## config.mk

```make
export PLATFORM = sky130hd
export DESIGN_NAME = mem_wb_stage_p_flat
export DESIGN_NICKNAME = d
export VERILOG_FILES = /design/src/rtl/mem_wb_stage_p_if.sv /design/src/rtl/mem_wb_stage_p.sv /design/src/flat_wrapper.sv
export SDC_FILE = /design/constraint.sdc
export NUM_CORES = 1
export LEC_CHECK = 0
export CORE_MARGIN = 3
export CORE_UTILIZATION = 23
export CTS_BUF_LIST = sky130_fd_sc_hd__clkbuf_16
export CTS_CLUSTER_DIAMETER = 100
export DETAILED_ROUTE_END_ITERATION = 10
export PLACE_DENSITY = 0.55
export SLEW_MARGIN = 10
export SYNTH_ARGS = -nofsm -noshare
export SYNTH_HDL_FRONTEND = slang
export SYNTH_SLANG_ARGS = --single-unit
```

## constraint.sdc

```tcl
create_clock -name clk -period 2.5 [get_ports clk]
set_input_delay 0.5 -clock clk [delete_from_list [all_inputs] [get_ports clk]]
set_output_delay 0.5 -clock clk [all_outputs]
set_load 0.02 [all_outputs]
```

## src/rtl/mem_wb_stage_p_if.sv

```systemverilog
// MEM->WB stage bundle: incoming MEM-stage fields, stage control, forwarding sources and WB-side outputs.
// Latency: none (wires only).
// Backpressure: stall/flush are carried here; the stage itself has no ready path.
interface mem_wb_stage_p_if #(
    parameter int DW = 8,
    parameter int AW = 3,
    parameter int CW = 16
);
    // stage control
    logic          stall;
    logic          flush;
    // incoming MEM-stage entry
    logic          n_valid;
    logic          n_regwr;
    logic          n_memtoreg;
    logic [DW-1:0] n_rdata;
    logic [DW-1:0] n_aluout;
    logic [AW-1:0] n_wreg;
    // EX-stage forwarding sources
    logic [AW-1:0] src_a;
    logic [AW-1:0] src_b;
    // registered stage contents
    logic          valid;
    logic          regwr;
    logic          memtoreg;
    logic [DW-1:0] rdata;
    logic [DW-1:0] aluout;
    logic [AW-1:0] wreg;
    // register-file write port and forwarding hits
    logic          wb_we;
    logic [DW-1:0] wb_data;
    logic          fwd_a;
    logic          fwd_b;
    logic [CW-1:0] retire_cnt;

    // pipeline side driving the stage
    modport master (
        output stall, flush, n_valid, n_regwr, n_memtoreg, n_rdata, n_aluout, n_wreg,
               src_a, src_b,
        input  valid, regwr, memtoreg, rdata, aluout, wreg, wb_we, wb_data,
               fwd_a, fwd_b, retire_cnt
    );

    // the stage itself
    modport slave (
        input  stall, flush, n_valid, n_regwr, n_memtoreg, n_rdata, n_aluout, n_wreg,
               src_a, src_b,
        output valid, regwr, memtoreg, rdata, aluout, wreg, wb_we, wb_data,
               fwd_a, fwd_b, retire_cnt
    );
endinterface

```

## src/rtl/mem_wb_stage_p.sv

```systemverilog
// MEM->WB pipeline register with WB data mux, WB->EX forwarding compare and retire counter.
// Latency: 1 cycle from n_* to registered fields; wb_*/fwd_* are combinational on registered state.
// Backpressure: stall holds every register; flush inserts a bubble and overrides stall.
module mem_wb_stage_p #(
    parameter int DW    = 8,
    parameter int AW    = 3,
    parameter int CW    = 16,
    parameter bit R0_RO = 1'b1
) (
    input  logic            clk,
    input  logic            rst,
    mem_wb_stage_p_if.slave bus
);

    logic          valid_q;
    logic          regwr_q;
    logic          memtoreg_q;
    logic [DW-1:0] rdata_q;
    logic [DW-1:0] aluout_q;
    logic [AW-1:0] wreg_q;
    logic [CW-1:0] retire_q;
    logic          load;
    logic          r0_block;
    logic          we;

    assign load = !bus.flush && !bus.stall;

    // Control bits: flush clears them, stall holds, otherwise load.
    always_ff @(posedge clk or posedge rst) begin
        if (rst) begin
            valid_q <= 1'b0;
            regwr_q <= 1'b0;
        end else if (bus.flush) begin
            valid_q <= 1'b0;
            regwr_q <= 1'b0;
        end else if (!bus.stall) begin
            valid_q <= bus.n_valid;
            regwr_q <= bus.n_regwr;
        end
    end

    // Data/address fields: held on both stall and flush (bubble contents are don't-care).
    always_ff @(posedge clk or posedge rst) begin
        if (rst) begin
            memtoreg_q <= 1'b0;
            rdata_q    <= '0;
            aluout_q   <= '0;
            wreg_q     <= '0;
        end else if (load) begin
            memtoreg_q <= bus.n_memtoreg;
            rdata_q    <= bus.n_rdata;
            aluout_q   <= bus.n_aluout;
            wreg_q     <= bus.n_wreg;
        end
    end

    // Retire counter: counts real instructions entering WB; wraps naturally at 2**CW.
    always_ff @(posedge clk or posedge rst) begin
        if (rst) begin
            retire_q <= '0;
        end else if (load && bus.n_valid) begin
            retire_q <= retire_q + 1'b1;
        end
    end

    // Write enable and forwarding derive only from registered state (plus src_* for forwarding),
    // so a reset clears them immediately through valid_q.
    always_comb begin
        r0_block = R0_RO && (wreg_q == '0);
        we       = valid_q && regwr_q && !r0_block;
    end

    assign bus.valid      = valid_q;
    assign bus.regwr      = regwr_q;
    assign bus.memtoreg   = memtoreg_q;
    assign bus.rdata      = rdata_q;
    assign bus.aluout     = aluout_q;
    assign bus.wreg       = wreg_q;
    assign bus.wb_we      = we;
    assign bus.wb_data    = memtoreg_q ? rdata_q : aluout_q;
    assign bus.fwd_a      = we && (wreg_q == bus.src_a);
    assign bus.fwd_b      = we && (wreg_q == bus.src_b);
    assign bus.retire_cnt = retire_q;

endmodule

```

## src/flat_wrapper.sv

```systemverilog
// flat-port wrapper written by rule: the top's interface ports become plain ports
module mem_wb_stage_p_flat 
#(
    parameter int DW    = 8,
    parameter int AW    = 3,
    parameter int CW    = 16,
    parameter bit R0_RO = 1'b1
)
  (clk, rst, bus_stall, bus_flush, bus_n_valid, bus_n_regwr, bus_n_memtoreg, bus_n_rdata, bus_n_aluout, bus_n_wreg, bus_src_a, bus_src_b, bus_valid, bus_regwr, bus_memtoreg, bus_rdata, bus_aluout, bus_wreg, bus_wb_we, bus_wb_data, bus_fwd_a, bus_fwd_b, bus_retire_cnt);
  mem_wb_stage_p_if #(.DW(DW), .AW(AW), .CW(CW)) bus_i ();
  input  logic clk;
  input  logic rst;
  input wire logic [$bits(bus_i.stall)-1:0] bus_stall;
  input wire logic [$bits(bus_i.flush)-1:0] bus_flush;
  input wire logic [$bits(bus_i.n_valid)-1:0] bus_n_valid;
  input wire logic [$bits(bus_i.n_regwr)-1:0] bus_n_regwr;
  input wire logic [$bits(bus_i.n_memtoreg)-1:0] bus_n_memtoreg;
  input wire logic [$bits(bus_i.n_rdata)-1:0] bus_n_rdata;
  input wire logic [$bits(bus_i.n_aluout)-1:0] bus_n_aluout;
  input wire logic [$bits(bus_i.n_wreg)-1:0] bus_n_wreg;
  input wire logic [$bits(bus_i.src_a)-1:0] bus_src_a;
  input wire logic [$bits(bus_i.src_b)-1:0] bus_src_b;
  output wire logic [$bits(bus_i.valid)-1:0] bus_valid;
  output wire logic [$bits(bus_i.regwr)-1:0] bus_regwr;
  output wire logic [$bits(bus_i.memtoreg)-1:0] bus_memtoreg;
  output wire logic [$bits(bus_i.rdata)-1:0] bus_rdata;
  output wire logic [$bits(bus_i.aluout)-1:0] bus_aluout;
  output wire logic [$bits(bus_i.wreg)-1:0] bus_wreg;
  output wire logic [$bits(bus_i.wb_we)-1:0] bus_wb_we;
  output wire logic [$bits(bus_i.wb_data)-1:0] bus_wb_data;
  output wire logic [$bits(bus_i.fwd_a)-1:0] bus_fwd_a;
  output wire logic [$bits(bus_i.fwd_b)-1:0] bus_fwd_b;
  output wire logic [$bits(bus_i.retire_cnt)-1:0] bus_retire_cnt;
  assign bus_i.stall = bus_stall;
  assign bus_i.flush = bus_flush;
  assign bus_i.n_valid = bus_n_valid;
  assign bus_i.n_regwr = bus_n_regwr;
  assign bus_i.n_memtoreg = bus_n_memtoreg;
  assign bus_i.n_rdata = bus_n_rdata;
  assign bus_i.n_aluout = bus_n_aluout;
  assign bus_i.n_wreg = bus_n_wreg;
  assign bus_i.src_a = bus_src_a;
  assign bus_i.src_b = bus_src_b;
  assign bus_valid = bus_i.valid;
  assign bus_regwr = bus_i.regwr;
  assign bus_memtoreg = bus_i.memtoreg;
  assign bus_rdata = bus_i.rdata;
  assign bus_aluout = bus_i.aluout;
  assign bus_wreg = bus_i.wreg;
  assign bus_wb_we = bus_i.wb_we;
  assign bus_wb_data = bus_i.wb_data;
  assign bus_fwd_a = bus_i.fwd_a;
  assign bus_fwd_b = bus_i.fwd_b;
  assign bus_retire_cnt = bus_i.retire_cnt;
  mem_wb_stage_p #(.DW(DW), .AW(AW), .CW(CW), .R0_RO(R0_RO)) u_core (.clk(clk), .rst(rst), .bus(bus_i));
endmodule
```

# Word level (Yosys, flattened, before mapping)
# Index checks and enable logic that the tools add are counted.
# op_classes
addsub,1
n_eq_ne,3
muxes,5
n_reduce_logical,10
# ops
cell,count
"adder 16 x 1 -> 16 bit, second input constant",1
two-way mux 8 bit,1
== test 3 bit,2
logical AND 1 bit,6
two-way mux 1 bit,4
zero test 1 bit,3
zero test 3 bit,1
"inequality test 2 x 1 -> 1 bit, second input constant",1
# totals
register_bits,38
in_bits,32
word_cells,26

# Logic depth before layout (Yosys ltp)
# depth
depth_word,4
depth_mapped,5
depth_no_buf,4

# Least setup slack after synthesis
# OpenSTA, ideal clock, no wires.
# synth_timing
path_kind,reg2out
from,reg u_core.wreg_q[2] (netlist: u_core.bus.wreg[2])
to,out bus_fwd_a
arrival_time_ns,1.503
setup_slack_ns,0.497
stages_incl_launch_ff,3
path_cell_list,dfrtp_1 > o311ai_0 > nor4_1
# synth_via
elab_chain_len,4
elab_cells_between_ends,5
classes_between,eq/ne (1); reduce/logical (4)
# synth_lines
element,line_no,rtl
from (decl),mem_wb_stage_p.sv:20,logic [AW-1:0] wreg_q;
from (signal assigned),mem_wb_stage_p.sv:53,wreg_q <= bus.n_wreg;
zero test 3 bit,mem_wb_stage_p.sv:69,r0_block = R0_RO && (wreg_q == '0);
zero test 1 bit,mem_wb_stage_p.sv:70,we = valid_q && regwr_q && !r0_block;
logical AND 1 bit,mem_wb_stage_p.sv:70,
logical AND 1 bit *,mem_wb_stage_p.sv:81,assign bus.fwd_a = we && (wreg_q == bus.src_a);
to (decl),flat_wrapper.sv:31,output wire logic [$bits(bus_i.fwd_a)-1:0] bus_fwd_a;
# Every way passes the cells marked *; elsewhere a longest branch is shown, timed or not.

# Worst setup path in the final report
# layout_timing
from,reg u_core.memtoreg_q (netlist: u_core.bus.memtoreg)
to,out bus_wb_data[2]
# layout_via
elab_chain_len,1
# layout_lines
element,line_no,rtl
from (decl),mem_wb_stage_p.sv:17,logic memtoreg_q;
from (signal assigned),mem_wb_stage_p.sv:50,memtoreg_q <= bus.n_memtoreg;
two-way mux 8 bit,mem_wb_stage_p.sv:80,assign bus.wb_data = memtoreg_q ? rdata_q : aluout_q;
to (decl),flat_wrapper.sv:30,output wire logic [$bits(bus_i.wb_data)-1:0] bus_wb_data;
# Every way passes these cells.

==> impl_metrics.csv <==
group,metric,value,unit
grt,antenna_found_initial,0,
floorplanning,dieArea,8510,um2
clock_tree,root_buffer,"clkbuf_16",
floorplanning,start_util,24.5,%
grt,grt_usage,10.5,%
grt,grt_pass1_vias,1332,
sta,timing_hold_violations_final,0,
clock_tree,cts_sinks,38,
sta,period_share,93.8,%
grt,grt_max_degree,39,
finish,n_antenna_cell,0,
clock_tree,cts_max_level,2,
routing,top_layer,"met4",
clock_tree,numCtsBuffers,5,
routing,route.detailed.drc,0,
setup_path,critPathMaxFanout,10,
setup_path,critPathRequiredTime,2.00,ns
sta,hold-worst-slack,0.469,ns
floorplanning,io_pins,81,
finish,final_cell_count_no_fill,316,
clock_tree,clock_latency,0.28,ns
finish,fin_util,40.1,%
min_path,hold_path.class,"flip-flop to flip-flop",
setup_path,path_cells,"mux2_2, clkdlybuf4s50_1",
placement,place_inst,308,
synthesis,synth.most_common_cell,"dfrtp_1",
synthesis,ys_ff_latch,38,
grt,grt_pass1_wl,7060,um
setup_path,slowest_delay,0.63,ns
finish,areaGrowthSynthToFinish,63.6,%
floorplanning,core_region_area,6980,um2
routing,wl_per_cell,13.5,um
routing,via_per_inst,4.13,
synthesis,synth-edff-count,0,
pwr,finalPower,0.00201,W
pwr,powerDensity,720,nW/um2
setup_path,end_kind,"output port",
routing,routed_wl,4260,um
synthesis,synth_warnings,0,
setup_path,setup.worst_path.end,"bus_wb_data[2]",
routing,drt_iter0_drc,14,
routing,drtPass1Iterations,4,
clock_tree,postCtsSetupRepairBufs,0,
synthesis,synth_area_leaders,"dfrtp_1 56%, mux2_2 19%, xor2_1 7.7%",
sta,setup-violations-final,0,
sta,rsz0062_at_grt,"false",
synthesis,async_reset_ff_share,100,%
synthesis,netlist_instances,130,
grt,grt-ovfl-total,0,
placement,hpwl,3170,um
routing,ant_nets,0,
finish,drive_above_1_share,20.0,%
routing,met1_length,2040,um
synthesis,synthTopCellsByCount,"38 x dfrtp_1, 29 x mux2_2, 15 x xor2_1",
finish,n_fill_cell,695,
routing,num_vias,1304,
setup_path,crit_arrival,1.84,ns
placement,place_congestion,0.680,
synthesis,syn_avg_cell_area,13.2,um2
outcome,run_status,"completed",
sta,fmax,427,MHz
synthesis,synth_top_cell_by_area,"dfrtp_1",
sta,tightestPinTransition,0.495,ns
synthesis,yosysSeqAreaShare,55.6,%
setup_path,timing.rr.start,"u_core.bus.retire_cnt[3]$_DFFE_PP0P_",
sta,fin_crit,2.34,ns
synthesis,synth_top_area_share,55.6,%
finish,fin_nets,252,
setup_path,reg2reg_setup_slack,0.87,ns
floorplanning,rows,30,
synthesis,synth_fp_nets,163,
job,drv_cap,0,
sta,slew_viol_final,0,
pwr,leakagePower,1.21,nW
synthesis,synth_top_flop_cell,"dfrtp_1",
floorplanning,fp.dieW,92.2,um
setup_path,crit_slowest_cell,"dfrtp_1",
clock_tree,cts.path.max_buffers,2,
synthesis,synth_cell_types,21,
floorplanning,die_h,92.2,um
sta,final.setup_skew,0.00479,ns
clock_tree,clkSlewWorstSetupHoldPaths,0.05,ns
setup_path,r2r_cells,4,
setup_path,startpoint_type,"flip-flop",
setup_path,r2r-end,"u_core.bus.retire_cnt[15]$_DFFE_PP0P_",
pwr,peakVddDrop,336,uV
synthesis,synth_area,1710,um2
routing,dr_wl_met3,358,um
routing,wl_met2,1810,um
setup_path,critPathLaunch,"u_core.bus.memtoreg$_DFFE_PP0P_",
placement,io_buffer_count,80,
setup_path,criticalPathCategory,"flip-flop to output port",
sta,worst_slew_margin_rel,67.0,%
clock_tree,cts_tree,"done",
==> where the power goes <==
group,total [W],internal (W),leakage (nW),switching [W]
Combinational,0.000625,0.000347,0.668,0.000278
Clock,0.000589,0.000359,0.0663,0.000230
Sequential,0.000800,0.000701,0.472,0.0000991
==> cells in the final DEF (no fill, tap or decap) <==
master | Yosys | routed
clkdlybuf4s50_1 | 0 | 78
dfrtp_1 | 38 | 38
mux2_2 | 29 | 29
xor2_1 | 15 | 15
nor2_1 | 9 | 8
xnor2_1 | 6 | 6
buf_4 | 0 | 6
nand4_1 | 5 | 5
clkbuf_16 | 0 | 5
inv_1 | 4 | 4
nand2_1 | 3 | 3
nand3_1 | 3 | 3
clkinv_1 | 0 | 3
mux2i_1 | 2 | 2
and4_1 | 2 | 2
nor4_1 | 2 | 2
and3_1 | 2 | 2
nor2_2 | 0 | 1
or4b_4 | 1 | 1
nor3b_2 | 1 | 1
nor3_1 | 1 | 1
o311ai_0 | 1 | 1
nor3_2 | 1 | 1
ha_1 | 1 | 1
dlygate4sd2_1 | 0 | 1
dlymetal6s2s_1 | 0 | 1
==> area by class of cell <==
type                       count  area (um2)  area share (%)
inverter                       4        15.0           0.536
clock inverter                 3        11.3           0.402
timing repair buffer          86         847            30.3
sequential                    38         951            34.0
clock buffer                   5         125            4.47
multi-input combinational     84         729            26.1
tap                           96         120            4.29
==> routing by layer <==
metal | vias up | global-route usage, %
met5 | - | 0
met4 | 0 | 2.60
met3 | 5 | 4.43
met2 | 54 | 14.4
met1 | 614 | 15.2
li1 | 631 | -
==> stage by stage <==
step           area (um2)  setup TNS, ns  setup WS (ns)
2_1_floorplan        1710              0          0.497
3_3_place_gp         2660       -0.00128       -0.00128
3_5_place_dp         2660        -0.0503        -0.0503
4_1_cts              2800              0        0.00243
5_1_grt              2800              0         0.0445
6_report             2800              0          0.156
==> what timing repair did <==
item / CTS / global route
hold buffers: 0 / 0
endpoints found under the setup margin: 1 / 1
gates resized for setup: 1 / 1
==> flip-flops by register name (all words and copies together) (netlist names) <==
| name | cells |
|---|---|
| u_core.bus.aluout | 8 |
| u_core.bus.memtoreg | 1 |
| u_core.bus.rdata | 8 |
| u_core.bus.regwr | 1 |
| u_core.bus.retire_cnt | 16 |
| u_core.bus.valid | 1 |
| u_core.bus.wreg | 3 |
==> worst max-delay path: cells and delay by family, from the launching register on <==
kind | cells | cell delay [ns]
flip-flops | 1 | 0.63
multiplexers | 1 | 0.39
buffers and inverters | 1 | 0.54
==> kinds of logic after synthesis <==
group | share of synthesized area [%]
compound gates | 0.512
xor+xnor | 10.8
fa+ha+maj | 0.731
buf+inv | 1.90
flops | 55.6
mux | 20.3
simple gates | 10.2
==> worst min-delay path by stage <==
stage / startpoint / endpoint / slack, ns / cells past startpoint
after floorplan: bus_flush / u_core.bus.regwr$_DFFE_PP0P_ / 0.57 / 1
after global placement: u_core.bus.retire_cnt[15]$_DFFE_PP0P_ / u_core.bus.retire_cnt[15]$_DFFE_PP0P_ / 0.46 / 1
after detailed placement: u_core.bus.retire_cnt[15]$_DFFE_PP0P_ / u_core.bus.retire_cnt[15]$_DFFE_PP0P_ / 0.46 / 1
after CTS: u_core.bus.retire_cnt[15]$_DFFE_PP0P_ / u_core.bus.retire_cnt[15]$_DFFE_PP0P_ / 0.47 / 1
after global routing: u_core.bus.retire_cnt[15]$_DFFE_PP0P_ / u_core.bus.retire_cnt[15]$_DFFE_PP0P_ / 0.48 / 1
final: u_core.bus.retire_cnt[15]$_DFFE_PP0P_ / u_core.bus.retire_cnt[15]$_DFFE_PP0P_ / 0.47 / 1
Note: power is estimated with default switching activity, not from simulation.
